$ cat config.mk
export PLATFORM = sky130hd
export DESIGN_NAME = exp_table_gen_flat
export DESIGN_NICKNAME = d
export VERILOG_FILES = /design/src/rtl/exp_table_pkg.sv /design/src/rtl/exp_table_gen_if.sv /design/src/rtl/exp_table_gen_mul.sv /design/src/rtl/exp_table_gen.sv /design/src/flat_wrapper.sv
export SDC_FILE = /design/constraint.sdc
export NUM_CORES = 1
export LEC_CHECK = 0
export BUFFER_PORTS_ARGS = -buffer_cell sky130_fd_sc_hd__buf_2
export CAP_MARGIN = 10
export CORE_UTILIZATION = 29
export DETAILED_ROUTE_END_ITERATION = 10
export GPL_TIMING_DRIVEN = 1
export RECOVER_POWER = 50
export SYNTH_ARGS = -nofsm -noshare
export SYNTH_HDL_FRONTEND = slang
export SYNTH_SLANG_ARGS = --single-unit
$ cat constraint.sdc
create_clock -name clk -period 8.9 [get_ports clk]
set_input_delay 0 -clock clk [delete_from_list [all_inputs] [get_ports clk]]
set_output_delay 0 -clock clk [all_outputs]
set_load 0.01 [all_outputs]
$ cat src/rtl/exp_table_pkg.sv
// Shared types and helpers for the decaying-weight table generator.
// Holds the FSM state encoding, mode codes and the fixed-point unity helper.
package exp_table_pkg;

    typedef enum logic [1:0] {
        IDLE = 2'd0,
        PREP = 2'd1,
        EMIT = 2'd2,
        STEP = 2'd3
    } state_t;

    localparam logic MODE_EXP   = 1'b0;
    localparam logic MODE_GAUSS = 1'b1;

    function automatic logic [63:0] one_of(input int frac_w);
        return 64'd1 << frac_w;
    endfunction

endpackage

$ cat src/rtl/exp_table_gen_if.sv
// Start/decay request and table-RAM write port of the table generator.
// The running-sum signal exists only when EXP_TABLE_SUM_EN is defined.
interface exp_table_gen_if #(
    parameter int DATA_W = 18,
    parameter int ADDR_W = 10
);
    logic              start;
    logic              mode;
    logic [DATA_W-1:0] decay;
    logic [DATA_W-1:0] data;
    logic [ADDR_W-1:0] addr;
    logic              we;
    logic              busy;
    logic              done;
`ifdef EXP_TABLE_SUM_EN
    logic [DATA_W+ADDR_W-1:0] sum;

    modport master (input start, mode, decay, output data, addr, we, busy, done, sum);
    modport slave  (output start, mode, decay, input data, addr, we, busy, done, sum);
`else
    modport master (input start, mode, decay, output data, addr, we, busy, done);
    modport slave  (output start, mode, decay, input data, addr, we, busy, done);
`endif
endinterface

$ cat src/rtl/exp_table_gen_mul.sv
// Unsigned fixed-point multiply: round half up at the FRAC_W boundary,
// then saturate to the all-ones DATA_W value.
module fx_mul_rnd_sat #(
    parameter int DATA_W = 18,
    parameter int FRAC_W = 17
) (
    input  logic [DATA_W-1:0] a,
    input  logic [DATA_W-1:0] b,
    output logic [DATA_W-1:0] p
);
    localparam int PW = 2 * DATA_W + 1;
    localparam logic [PW-1:0] HALF = PW'(1) << (FRAC_W - 1);

    logic [PW-1:0] full;
    logic [PW-1:0] shifted;

    assign full    = PW'(a) * PW'(b) + HALF;
    assign shifted = full >> FRAC_W;
    assign p       = (|shifted[PW-1:DATA_W]) ? '1 : shifted[DATA_W-1:0];
endmodule

$ cat src/rtl/exp_table_gen.sv
// Writes DEPTH entries of q^k or q^(k*k) into a table RAM, one per two cycles,
// using a single shared multiplier. EXP_TABLE_SUM_EN adds a running sum output.
module exp_table_gen
    import exp_table_pkg::*;
#(
    parameter int DATA_W = 18,
    parameter int FRAC_W = 17,
    parameter int ADDR_W = 10,
    parameter int DEPTH  = 1024
) (
    input logic            clk,
    input logic            rst,
    exp_table_gen_if.master bus
);
    localparam logic [DATA_W-1:0] ONE    = DATA_W'(one_of(FRAC_W));
    localparam logic [ADDR_W-1:0] LAST_K = ADDR_W'(DEPTH - 1);

    state_t            state_reg, state_next;
    logic              fin_reg, fin_next;
    logic              start_ok;
    logic              mode_reg;
    logic [DATA_W-1:0] g_reg, r_reg, p_reg, g_next_reg;
    logic [ADDR_W-1:0] k_reg;
    logic [DATA_W-1:0] data_reg;
    logic [ADDR_W-1:0] addr_reg;
    logic              we_reg, busy_reg, done_reg;
    logic [DATA_W-1:0] decay_clamped;
    logic [DATA_W-1:0] mul_a, mul_b, mul_p;

    fx_mul_rnd_sat #(.DATA_W(DATA_W), .FRAC_W(FRAC_W)) u_mul (
        .a (mul_a),
        .b (mul_b),
        .p (mul_p)
    );

    assign decay_clamped = (bus.decay > ONE) ? ONE : bus.decay;

    // Operand steering for the shared multiplier; r still equals q during PREP.
    always_comb begin
        state_next = state_reg;
        fin_next   = 1'b0;
        start_ok   = 1'b0;
        mul_a      = g_reg;
        mul_b      = r_reg;
        case (state_reg)
            IDLE: begin
                // fin_reg marks the tail cycle before done, still counted as busy
                start_ok = bus.start && !fin_reg;
                if (start_ok) state_next = PREP;
            end
            PREP: begin
                mul_a      = r_reg;
                mul_b      = r_reg;
                state_next = EMIT;
            end
            EMIT: begin
                if (k_reg == LAST_K) begin
                    fin_next   = 1'b1;
                    state_next = IDLE;
                end else begin
                    state_next = STEP;
                end
            end
            STEP: begin
                mul_a      = r_reg;
                mul_b      = p_reg;
                state_next = EMIT;
            end
            default: state_next = IDLE;
        endcase
    end

    always_ff @(posedge clk) begin
        if (rst) begin
            state_reg <= IDLE;
            fin_reg   <= 1'b0;
        end else begin
            state_reg <= state_next;
            fin_reg   <= fin_next;
        end
    end

    always_ff @(posedge clk) begin
        if (rst) begin
            mode_reg   <= MODE_EXP;
            g_reg      <= '0;
            r_reg      <= '0;
            p_reg      <= '0;
            g_next_reg <= '0;
            k_reg      <= '0;
            data_reg   <= '0;
            addr_reg   <= '0;
            we_reg     <= 1'b0;
            busy_reg   <= 1'b0;
            done_reg   <= 1'b0;
        end else begin
            we_reg   <= (state_reg == EMIT);
            busy_reg <= (state_next != IDLE) || fin_next;
            done_reg <= fin_reg;
            case (state_reg)
                IDLE: if (start_ok) begin
                    mode_reg <= bus.mode;
                    g_reg    <= ONE;
                    r_reg    <= decay_clamped;
                    k_reg    <= '0;
                end
                PREP: case (mode_reg)
                    MODE_GAUSS: p_reg <= mul_p;
                    MODE_EXP:   p_reg <= ONE;
                    default:    p_reg <= ONE;
                endcase
                EMIT: begin
                    data_reg   <= g_reg;
                    addr_reg   <= k_reg;
                    g_next_reg <= mul_p;
                end
                STEP: begin
                    g_reg <= g_next_reg;
                    r_reg <= mul_p;
                    k_reg <= k_reg + ADDR_W'(1);
                end
                default: ;
            endcase
        end
    end

`ifdef EXP_TABLE_SUM_EN
    logic [DATA_W+ADDR_W-1:0] sum_reg;

    always_ff @(posedge clk) begin
        if (rst)                    sum_reg <= '0;
        else if (start_ok)          sum_reg <= '0;
        else if (state_reg == EMIT) sum_reg <= sum_reg + (DATA_W + ADDR_W)'(g_reg);
    end

    assign bus.sum = sum_reg;
`endif

    assign bus.data = data_reg;
    assign bus.addr = addr_reg;
    assign bus.we   = we_reg;
    assign bus.busy = busy_reg;
    assign bus.done = done_reg;
endmodule

$ cat src/flat_wrapper.sv
// flat-port wrapper written by rule: the top's interface ports become plain ports
module exp_table_gen_flat import exp_table_pkg::*;
#(
    parameter int DATA_W = 18,
    parameter int FRAC_W = 17,
    parameter int ADDR_W = 10,
    parameter int DEPTH  = 1024
)
  (clk, rst, bus_start, bus_mode, bus_decay, bus_data, bus_addr, bus_we, bus_busy, bus_done);
  exp_table_gen_if #(.DATA_W(DATA_W), .ADDR_W(ADDR_W)) bus_i ();
  input logic clk;
  input logic rst;
  input wire logic [$bits(bus_i.start)-1:0] bus_start;
  input wire logic [$bits(bus_i.mode)-1:0] bus_mode;
  input wire logic [$bits(bus_i.decay)-1:0] bus_decay;
  output wire logic [$bits(bus_i.data)-1:0] bus_data;
  output wire logic [$bits(bus_i.addr)-1:0] bus_addr;
  output wire logic [$bits(bus_i.we)-1:0] bus_we;
  output wire logic [$bits(bus_i.busy)-1:0] bus_busy;
  output wire logic [$bits(bus_i.done)-1:0] bus_done;
  assign bus_i.start = bus_start;
  assign bus_i.mode = bus_mode;
  assign bus_i.decay = bus_decay;
  assign bus_data = bus_i.data;
  assign bus_addr = bus_i.addr;
  assign bus_we = bus_i.we;
  assign bus_busy = bus_i.busy;
  assign bus_done = bus_i.done;
  exp_table_gen #(.DATA_W(DATA_W), .FRAC_W(FRAC_W), .ADDR_W(ADDR_W), .DEPTH(DEPTH)) u_core (.clk(clk), .rst(rst), .bus(bus_i));
endmodule
==> results.py, run 1 <==
metrics = {
    "clocking": {
        "cts_hold_buf": 18,
        "cts_root_buf": "clkbuf_16",
        "post_cts.repair.setup_buffers": 0,
        "cts_tree": "yes",
        "ctsResizeCount": 0,
        "clock_path_buffers": 2,
        "clk_pin_slew_worst_paths_ps": 50,
        "cts_sinks": 117,
        "worstSkewPairLatency_ps": 410,
        "htree_levels": 4,
        "cts_inserted_buffers": 17,
    },
    "cells_and_area": {
        "fin_nets": 2279,
        "instances_no_fill": 2567,
        "final_layout_size_suffix_gt1_frac": 0.0763,
        "area.sequential_um2": 2340,
        "antenna_cells": 0,
        "multi_input_area_um2": 11500,
        "fin_util": 0.333,
        "area_growth_pct": 12.5,
        "fillers": 5463,
    },
    "die": {
        "die_area_um2": 53700,
        "row_count": 83,
        "die_y_um": 232,
        "core_area_um2": 51700,
        "initial_core_util": 0.296,
        "die_w_um": 232,
        "io_pins": 53,
    },
    "hold_path": {
        "hp-class": "primary input to register",
    },
    "timing": {
        "fmax_mhz": 120,
        "fin_crit_ps": 8300,
        "tightest_slew_ps": 2970,
        "fin_worst_skew_ps": 8.97,
        "tns_ps": 0,
        "rsz0062_at_grt": "false",
        "finalHoldViolations": 0,
        "slew-limit-headroom": -0.979,
        "slew_violations": 106,
        "setup_viol": 0,
        "timing.hold.ws_ps": 32.5,
        "period_share": 0.933,
    },
    "global_routing": {
        "grt_pass1_wl_um": 73300,
        "track_usage": 0.178,
        "grt_pass1_vias": 13310,
        "grt_overflow": 0,
        "grt_max_degree": 69,
        "antenna_found_initial": 1,
    },
    "placed_design": {
        "hpwl_um": 36900,
        "dp.cells": 2518,
        "gp_congestion": 0.958,
        "numPortBuffers": 52,
    },
    "setup_path": {
        "arrival_ps": 8440,
        "worst_setup_path_end_kind": "register",
        "crit_required_ps": 9040,
        "start_kind": "register",
        "critPathMaxFanout": 28,
        "cpLargestDelayFamily": "adder cells",
        "cp_common_cell": "inv_1",
        "path_buf_inv": 9,
        "worst_path_max_delay_cell": "and2_2",
        "crit_type": "register to register",
        "cp_slowest_stage_delay_ps": 670,
    },
    "detailed_routing": {
        "drtIter0Drc": 929,
        "routed_wl_um": 46300,
        "routed-via-count": 12753,
        "detail_route.vias_per_cell": 4.97,
        "wl_per_cell_um": 18.0,
        "ant_nets": 0,
        "drt-pass1-iter-count": 5,
        "drc": 0,
    },
    "power": {
        "p_comb_frac": 0.151,
        "sequentialPowerShare": 0.379,
        "share_clk_of_total_power": 0.470,
        "switching_share": 0.278,
        "p_total_w": 0.00146,
        "p_switching_w": 0.000406,
        "vdd_drop_max_v": 0.000113,
        "p_leak_nw": 7.87,
        "p_int_w": 0.00106,
        "power-per-cell-area_nw_per_um2": 84.9,
    },
    "status": {
        "violations": "capacitance limit, slew limit",
        "status": "finished, violations left",
    },
    "logic_synthesis": {
        "ys_seq_area_frac": 0.153,
        "syn_area_um2": 15300,
        "synth_edf_count": 0,
        "synth_ff_type": "dfxtp_1",
        "synth_top_area_frac": 0.336,
        "syn_avg_cell_area_um2": 8.44,
        "yosysWarnings": 0,
        "synthesis.nets": 2217,
        "ys_top_cells_by_area": "fa_1 34%, dfxtp_1 15%, ha_1 10%",
        "synth_area_leader_cell": "fa_1",
        "async_reset_ff_frac": 0,
        "syn_inst": 1813,
        "synth-seq-cells": 117,
        "ys_types": 64,
    },
    "flow_run": {
        "cap_violations": 2,
    },
}
## power groups by stage
| stage | Combinational [W] | Sequential (W) | Clock [W] |
|---|---|---|---|
| 2_1_floorplan | 0.000132 | 0.000559 | 0 |
| 3_3_place_gp | 0.000206 | 0.000565 | 0 |
| 3_5_place_dp | 0.000210 | 0.000565 | 0 |
| 4_1_cts | 0.000217 | 0.000554 | 0.000690 |
| 5_1_grt | 0.000237 | 0.000556 | 0.000718 |
| 6_report | 0.000221 | 0.000555 | 0.000687 |
## cells by family (layout without fill, tap and decap cells)
| group | after synthesis | in the layout | share of synthesized area |
|---|---|---|---|
| AOI/OAI and AO/OA | 236 | 236 | 0.0978 |
| xor gates and xnor gates | 15 | 15 | 0.00859 |
| adders and majority gates | 382 | 382 | 0.439 |
| buffers and inverters | 381 | 455 | 0.0945 |
| DFF | 117 | 117 | 0.153 |
| muxes | 53 | 53 | 0.0371 |
| and+or+nand+nor | 629 | 629 | 0.170 |
## cell usage after synthesis, drive strengths merged (2+ instances only)
| library cell | count |
|---|---|
| a31oi | 8 |
| a21o | 20 |
| nand3 | 27 |
| nor2b | 4 |
| or3 | 3 |
| clkbuf | 64 |
| mux2 | 19 |
| o21a | 2 |
| nand3b | 2 |
| fa | 257 |
| xor2 | 8 |
| buf | 11 |
| inv | 306 |
| ha | 125 |
| and3 | 10 |
| nor2 | 220 |
| o22ai | 14 |
| nand2 | 318 |
| a211oi | 24 |
| o21bai | 4 |
| nor4 | 6 |
| or4b | 2 |
| and2 | 6 |
| nand4 | 7 |
| xnor2 | 7 |
| or2 | 5 |
| or4 | 2 |
| o21ai | 40 |
| a22oi | 17 |
| nor3 | 4 |
| a21bo | 2 |
| dfxtp | 117 |
| mux2i | 34 |
| nor3b | 2 |
| nand2b | 8 |
| a311oi | 4 |
| o211ai | 2 |
| o211a | 2 |
| o41ai | 2 |
| a21oi | 85 |
## final cells by class
cell class,count,share of cell area
Multi-Input combinational cell,1315,0.669
Sequential cell,117,0.136
Inverter,306,0.0667
Tap cell,680,0.0494
Timing Repair Buffer,118,0.0440
Clock buffer,21,0.0268
Clock inverter,10,0.00756
## worst register-to-register path: cells and delay by family, from the launching register on
| kind | cells | cell delay [ps] |
|---|---|---|
| adder cells (fa/ha/maj) | 7 | 3080 |
| AND/OR/NAND/NOR | 8 | 2360 |
| buffers and inverters | 9 | 1080 |
| AO/OA/AOI/OAI | 3 | 650 |
| flip-flops | 1 | 530 |
| multiplexers | 1 | 320 |
## stage by stage
stage | instance area [um2] | worst slack (ps)
global route | 17200 | 254
global placement | 16500 | 1030
detailed placement | 16500 | 883
floorplan | 15300 | 1320
CTS | 17300 | 833
finish | 17200 | 599
## layout by cell type (no fill, tap or decap), types with 24 or more instances in the layout
| cell | instances |
|---|---|
| o21ai_1 | 24 |
| inv_1 | 306 |
| nor2_1 | 210 |
| mux2i_1 | 32 |
| ha_1 | 125 |
| dfxtp_1 | 117 |
| nand2_1 | 318 |
| buf_4 | 47 |
| a21oi_1 | 85 |
| fa_1 | 257 |
| clkbuf_1 | 35 |
| nand3_1 | 27 |
## per-layer routing
metal	part of all wire	routed length, um	track usage	vias to the layer above
met3	0.073	3380	0.0335	91
met1	0.42	19500	0.231	6389
met2	0.47	22000	0.296	444
li1	-	-	-	5827
met4	0.032	1480	0.0582	2
met5	0.00022	10	0	-
## worst paths after layout
kind                                                     start                                 to  slack (ps)  depth (start not counted)
worst min register to register    u_core.p_reg[8]$_SDFFE_PP0P_       u_core.p_reg[8]$_SDFFE_PP0P_         450                          2
worst max register to register  u_core.state_reg[1]$_SDFF_PP0_  u_core.g_next_reg[6]$_SDFFE_PP0P_         600                         28
worst min-delay path                             bus_decay[17]      u_core.r_reg[17]$_SDFFE_PP0P_          30                          3
worst max-delay path            u_core.state_reg[1]$_SDFF_PP0_  u_core.g_next_reg[6]$_SDFFE_PP0P_         600                         28
(Power assumes the default switching activity.)
==> run 2, diff against run 1 <==
Settings changed: PLACE_DENSITY_LB_ADDON set to 0.05.
==> results.py, run 2 (synthesis gave the netlist of run 1 again) <==
metrics = {
    "cells_and_area": {
        "fin_util": 0.335,
        "area_growth_pct": 13.1,
        "fin_nets": 2285,
        "most-common-layout-cells": "318 x nand2_1, 306 x inv_1, 257 x fa_1",
        "final_layout_size_suffix_gt1_frac": 0.0787,
        "stdcell_area_um2": 17300,
        "final_common_cell": "nand2_1",
        "antenna_cells": 0,
        "instances_no_fill": 2574,
        "multi_input_area_um2": 11500,
        "area.sequential_um2": 2340,
        "fillers": 5513,
    },
    "detailed_routing": {
        "ant_nets": 0,
        "routed_wl_um": 55400,
        "drt-pass1-iter-count": 5,
        "detail_route.vias_per_cell": 4.81,
        "drc": 0,
        "wl_per_cell_um": 21.5,
        "drtIter0Drc": 691,
        "routed-via-count": 12388,
    },
    "timing": {
        "fin_ws_ps": 521,
        "fin_worst_skew_ps": 17.2,
        "tightest_slew_ps": 2310,
        "slew-limit-headroom": -0.542,
        "fin_crit_ps": 8380,
        "fmax_mhz": 119,
        "tns_ps": 0,
        "period_share": 0.941,
        "slew_violations": 33,
        "finalHoldViolations": 0,
        "setup_viol": 0,
        "rsz0062_at_grt": "false",
    },
    "setup_path": {
        "reg2reg_depth": 24,
        "crit_required_ps": 9090,
        "critPathMaxFanout": 18,
        "r2r-start": "u_core.state_reg[1]$_SDFF_PP0_",
        "arrival_ps": 8570,
        "reg2reg_slack_ps": 520,
        "crit_start": "u_core.state_reg[1]$_SDFF_PP0_",
        "worst_setup_path_end_kind": "register",
        "path_buf_inv": 5,
        "path_cells": "and2_2 > mux2i_1 > nor2_1 > fa_1 > fa_1 > inv_1 > fa_1 > fa_1 > inv_1 > fa_1 > inv_1 > fa_1 > inv_1 > ha_1 > nand2_1 > nor3_1 > nand3_1 > o31ai_4 > a31oi_2 > or4_1 > and3_1 > buf_4 > nor2_1 > a211oi_1",
        "cpLargestDelayFamily": "adder cells",
        "cp_slowest_stage_delay_ps": 740,
        "start_kind": "register",
        "crit_type": "register to register",
        "worstReg2RegEnd": "u_core.g_next_reg[5]$_SDFFE_PP0P_",
        "worst_path_max_delay_cell": "mux2i_1",
        "cp_common_cell": "fa_1",
    },
    "power": {
        "p_switching_w": 0.000437,
        "p_leak_nw": 7.91,
        "p_int_w": 0.00110,
        "vdd_drop_max_v": 0.000107,
        "switching_share": 0.284,
        "share_clk_of_total_power": 0.490,
        "sequentialPowerShare": 0.360,
        "power-per-cell-area_nw_per_um2": 89.1,
        "p_comb_frac": 0.150,
    },
    "status": {
        "violations": "capacitance limit, slew limit",
        "status": "finished, violations left",
    },
    "clocking": {
        "ctsResizeCount": 0,
        "htree_levels": 4,
        "post_cts.repair.setup_buffers": 0,
        "cts_hold_buf": 20,
        "cts_root_buf": "clkbuf_16",
        "cts_tree": "yes",
        "clock_path_buffers": 2,
        "cts_sinks": 117,
        "cts_inserted_buffers": 17,
        "clk_pin_slew_worst_paths_ps": 60,
        "worstSkewPairLatency_ps": 420,
    },
    "die": {
        "die_area_um2": 53700,
        "core_area_um2": 51700,
        "die_y_um": 232,
        "io_pins": 53,
        "die_w_um": 232,
        "initial_core_util": 0.296,
        "row_count": 83,
    },
    "global_routing": {
        "grt_max_degree": 91,
        "grt_pass1_vias": 13252,
        "grt_overflow": 0,
        "antenna_found_initial": 0,
        "track_usage": 0.214,
        "grt_pass1_wl_um": 83700,
    },
    "placed_design": {
        "placed_area_um2": 16500,
        "dpl_worst_slack_ps": 600,
        "hpwl_um": 43100,
        "numPortBuffers": 52,
        "dp.cells": 2522,
        "gp_congestion": 0.908,
    },
    "hold_path": {
        "hp-class": "primary input to register",
        "holdPathEnd": "u_core.r_reg[16]$_SDFFE_PP0P_",
        "hold_path_depth": 4,
        "min_from": "bus_decay[16]",
    },
    "flow_run": {
        "cap_violations": 2,
    },
}
## run 2: cell count changes in the layout (fill, tap and decap cells not counted), moves of 2 or more
cell,previous run,this run
clkinv_2,5,3
bufinv_16,3,5
clkinv_4,0,3
buf_4,47,49
dlygate4sd3_1,18,20
clkbuf_8,2,0
clkbuf_1,35,37
## run 2: through the flow
step	power (W)	hold slack, ps
after floorplan	0.000691	136
after global placement	0.000792	295
after detailed placement	0.000793	295
after CTS	0.00156	60.8
after global routing	0.00160	106
final	0.00154	86.3
## run 2: power groups by stage
stage                     Sequential [W]  Combinational (W)  Clock (W)
after floorplan                 0.000559           0.000132          0
after global placement          0.000565           0.000227          0
after detailed placement        0.000566           0.000227          0
after CTS                       0.000554           0.000235   0.000768
after global routing            0.000556           0.000251   0.000794
final                           0.000554           0.000231   0.000755
## run 2: worst reg2reg max path: stages (launching register included)
cell and delay, ps:
dfxtp_1 520, and2_2 510, mux2i_1 750, nor2_1 140
fa_1 540, fa_1 520, inv_1 50, fa_1 480
fa_1 510, inv_1 50, fa_1 520, inv_1 50
fa_1 470, inv_1 40, ha_1 330, nand2_1 110
nor3_1 360, nand3_1 180, o31ai_4 290, a31oi_2 260
or4_1 560, and3_1 320, buf_4 300, nor2_1 200
a211oi_1 90
## run 2: final cells by class
cell class                 count  area share
clock buffer                  19      0.0250
clock inverter                13      0.0119
inverter                     306      0.0664
multi-input combinational   1315       0.666
sequential                   117       0.135
tap                          680      0.0492
timing repair buffer         124      0.0462
## run 2: how the worst max path moves through the flow
| stage | end | slack (ps) | cells after the start |
|---|---|---|---|
| 6_report | u_core.g_next_reg[5]$_SDFFE_PP0P_ | 520 | 24 |
| 3_5_place_dp | u_core.g_next_reg[5]$_SDFFE_PP0P_ | 600 | 25 |
| 3_3_place_gp | u_core.g_next_reg[11]$_SDFFE_PP0P_ | 770 | 25 |
| 4_1_cts | u_core.g_next_reg[5]$_SDFFE_PP0P_ | 590 | 25 |
| 2_1_floorplan | u_core.r_reg[2]$_SDFFE_PP0P_ | 1320 | 29 |
| 5_1_grt | u_core.g_next_reg[5]$_SDFFE_PP0P_ | 80 | 24 |
## run 2: layer usage
metal | up-vias | global-route usage | share of wire
li1 | 5841 | - | -
met1 | 6272 | 0.280 | 0.45
met2 | 217 | 0.369 | 0.49
met3 | 58 | 0.0199 | 0.026
met4 | 0 | 0.0691 | 0.033
met5 | - | 0 | 0
==> run 3, diff against run 2 <==
Settings changed: CAP_MARGIN 10 to unset, SYNTH_HIERARCHICAL set to 1.
==> results.py, run 3 <==
metrics = {
    "status": {
        "status": "finished, violations left",
        "violations": "capacitance limit, slew limit",
    },
    "timing": {
        "period_share": 0.942,
        "tightest_slew_ps": 2450,
        "fin_crit_ps": 8380,
        "rsz0062_at_grt": "false",
        "setup_viol": 0,
        "slew_violations": 111,
        "tns_ps": 0,
        "fin_worst_skew_ps": 14.0,
        "finalHoldViolations": 0,
        "fmax_mhz": 119,
        "slew-limit-headroom": -0.658,
        "fin_ws_ps": 520,
    },
    "logic_synthesis": {
        "syn_avg_cell_area_um2": 8.54,
        "ys_top_cells_by_count": "378 x nand2_1, 316 x inv_1, 257 x fa_1",
        "synthesis.nets": 2247,
        "synth-seq-cells": 117,
        "async_reset_ff_frac": 0,
        "synth_most_common_cell": "nand2_1",
        "ys_top_cells_by_area": "fa_1 33%, dfxtp_1 15%, ha_1 9.9%",
        "syn_inst": 1843,
        "yosysWarnings": 6,
        "synth_top_area_frac": 0.327,
        "ys_types": 73,
        "synth_ff_type": "dfxtp_1",
        "synth_edf_count": 0,
        "syn_area_um2": 15700,
        "synth_area_leader_cell": "fa_1",
        "ys_seq_area_frac": 0.149,
    },
    "setup_path": {
        "cp_slowest_stage_delay_ps": 650,
        "start_kind": "register",
        "worst_setup_path_end_kind": "register",
        "cpLargestDelayFamily": "adder cells",
        "reg2reg_depth": 28,
        "crit_required_ps": 9210,
        "arrival_ps": 8690,
        "worst_path_max_delay_cell": "or4_1",
        "crit_cells": 28,
        "cp_common_cell": "inv_1",
        "critPathMaxFanout": 40,
        "path_buf_inv": 9,
        "crit_type": "register to register",
    },
    "die": {
        "io_pins": 53,
        "initial_core_util": 0.296,
        "die_area_um2": 55200,
        "row_count": 84,
        "die_w_um": 235,
        "die_y_um": 235,
        "core_area_um2": 53100,
    },
    "cells_and_area": {
        "most-common-layout-cells": "376 x nand2_1, 316 x inv_1, 257 x fa_1",
        "final_layout_size_suffix_gt1_frac": 0.0723,
        "area_growth_pct": 10.0,
        "final_common_cell": "nand2_1",
        "fin_util": 0.326,
        "fin_nets": 2259,
    },
    "clocking": {
        "htree_levels": 4,
        "cts_sinks": 117,
        "worstSkewPairLatency_ps": 420,
        "cts_root_buf": "clkbuf_16",
        "cts_inserted_buffers": 17,
        "clock_path_buffers": 2,
        "clk_pin_slew_worst_paths_ps": 50,
        "cts_tree": "yes",
        "post_cts.repair.setup_buffers": 0,
    },
    "global_routing": {
        "grt_pass1_wl_um": 76900,
        "antenna_found_initial": 3,
        "grt_pass1_vias": 12830,
        "grt_max_degree": 86,
        "track_usage": 0.181,
        "grt_overflow": 0,
    },
    "detailed_routing": {
        "drc": 0,
        "detail_route.vias_per_cell": 4.68,
        "ant_nets": 0,
        "drt-pass1-iter-count": 5,
        "drtIter0Drc": 577,
        "routed_wl_um": 47800,
        "routed-via-count": 11958,
        "wl_per_cell_um": 18.7,
    },
    "placed_design": {
        "numPortBuffers": 52,
        "hpwl_um": 36800,
        "dpl_worst_slack_ps": 68.6,
        "gp_congestion": 0.794,
    },
    "hold_path": {
        "hp-class": "primary input to register",
        "hold_path_depth": 3,
    },
    "flow_run": {
        "cap_violations": 3,
    },
    "power": {
        "power-per-cell-area_nw_per_um2": 91.7,
        "p_leak_nw": 8.06,
        "vdd_drop_max_v": 0.000115,
    },
}
==> run 3: logic make-up (layout without fill, tap and decap cells) <==
group / after synthesis / in the layout / synth area share
flops: 117 / 117 / 0.149
xor+xnor: 17 / 17 / 0.00947
simple gates: 674 / 674 / 0.207
buf+inv: 420 / 444 / 0.105
fa+ha+maj: 382 / 382 / 0.427
other cells: 0 / 1 / 0
compound gates: 213 / 213 / 0.0896
mux: 20 / 20 / 0.0143
==> run 3: layout make-up <==
cell class / count / area, um2
clock buffer: 21 / 460
multi-input combinational: 1306 / 11700
inverter: 316 / 1190
fill: 5678 / 35800
clock inverter: 10 / 106
timing repair buffer: 97 / 602
sequential: 117 / 2340
antenna: 1 / 2.50
tap: 688 / 861
==> run 3: metal layers <==
metal  track usage  up-vias  share of wire
li1              -     5743              -
met1         0.246     6026           0.47
met5             0        -              0
met4        0.0335        0          0.014
met3        0.0157       31          0.024
met2         0.314      158           0.49
==> run 3: worst register-to-register path, delay by kind of cell (launching register included) <==
family                     cells  cell delay, ps
buffers and inverters          9            1150
adders and majority gates      7            3050
and+or+nand+nor                7            2130
xor gates and xnor gates       1             220
DFF                            1             430
AOI/OAI and AO/OA              4            1310
==> run 3: worst paths after layout <==
kind / slack, ps / from / end
setup / recovery: 520 / u_core/state_reg[0]$_SDFF_PP0_ / u_core/r_reg[16]$_SDFFE_PP0P_
hold / removal: 30 / bus_decay[2] / u_core/r_reg[2]$_SDFFE_PP0P_
setup reg to reg: 520 / u_core/state_reg[0]$_SDFF_PP0_ / u_core/r_reg[16]$_SDFFE_PP0P_
hold reg to reg: 450 / u_core/g_next_reg[5]$_SDFFE_PP0P_ / u_core/g_reg[5]$_SDFFE_PP0P_
==> run 3: metrics by stage <==
stage	total power (W)	hold slack, ps	instances	area, um2
after global routing	0.00167	37.2	2555	17300
after floorplan	0.000788	136	1843	15700
after CTS	0.00162	4.81	2555	17400
after detailed placement	0.000934	249	2513	16700
final	0.00159	27.2	2556	17300
after global placement	0.000936	245	2513	16700
==> run 3: what timing repair did <==
action	CTS	global route
hold buffers	11	0
endpoints found under the setup margin	0	29
endpoints found under the hold margin	11	0
resized for setup	0	3
==> run 3: where the power goes <==
part / switching (W) / total (W) / internal [W]
Sequential: 0.0000123 / 0.000551 / 0.000538
Combinational: 0.000260 / 0.000368 / 0.000108
Clock: 0.000247 / 0.000669 / 0.000422
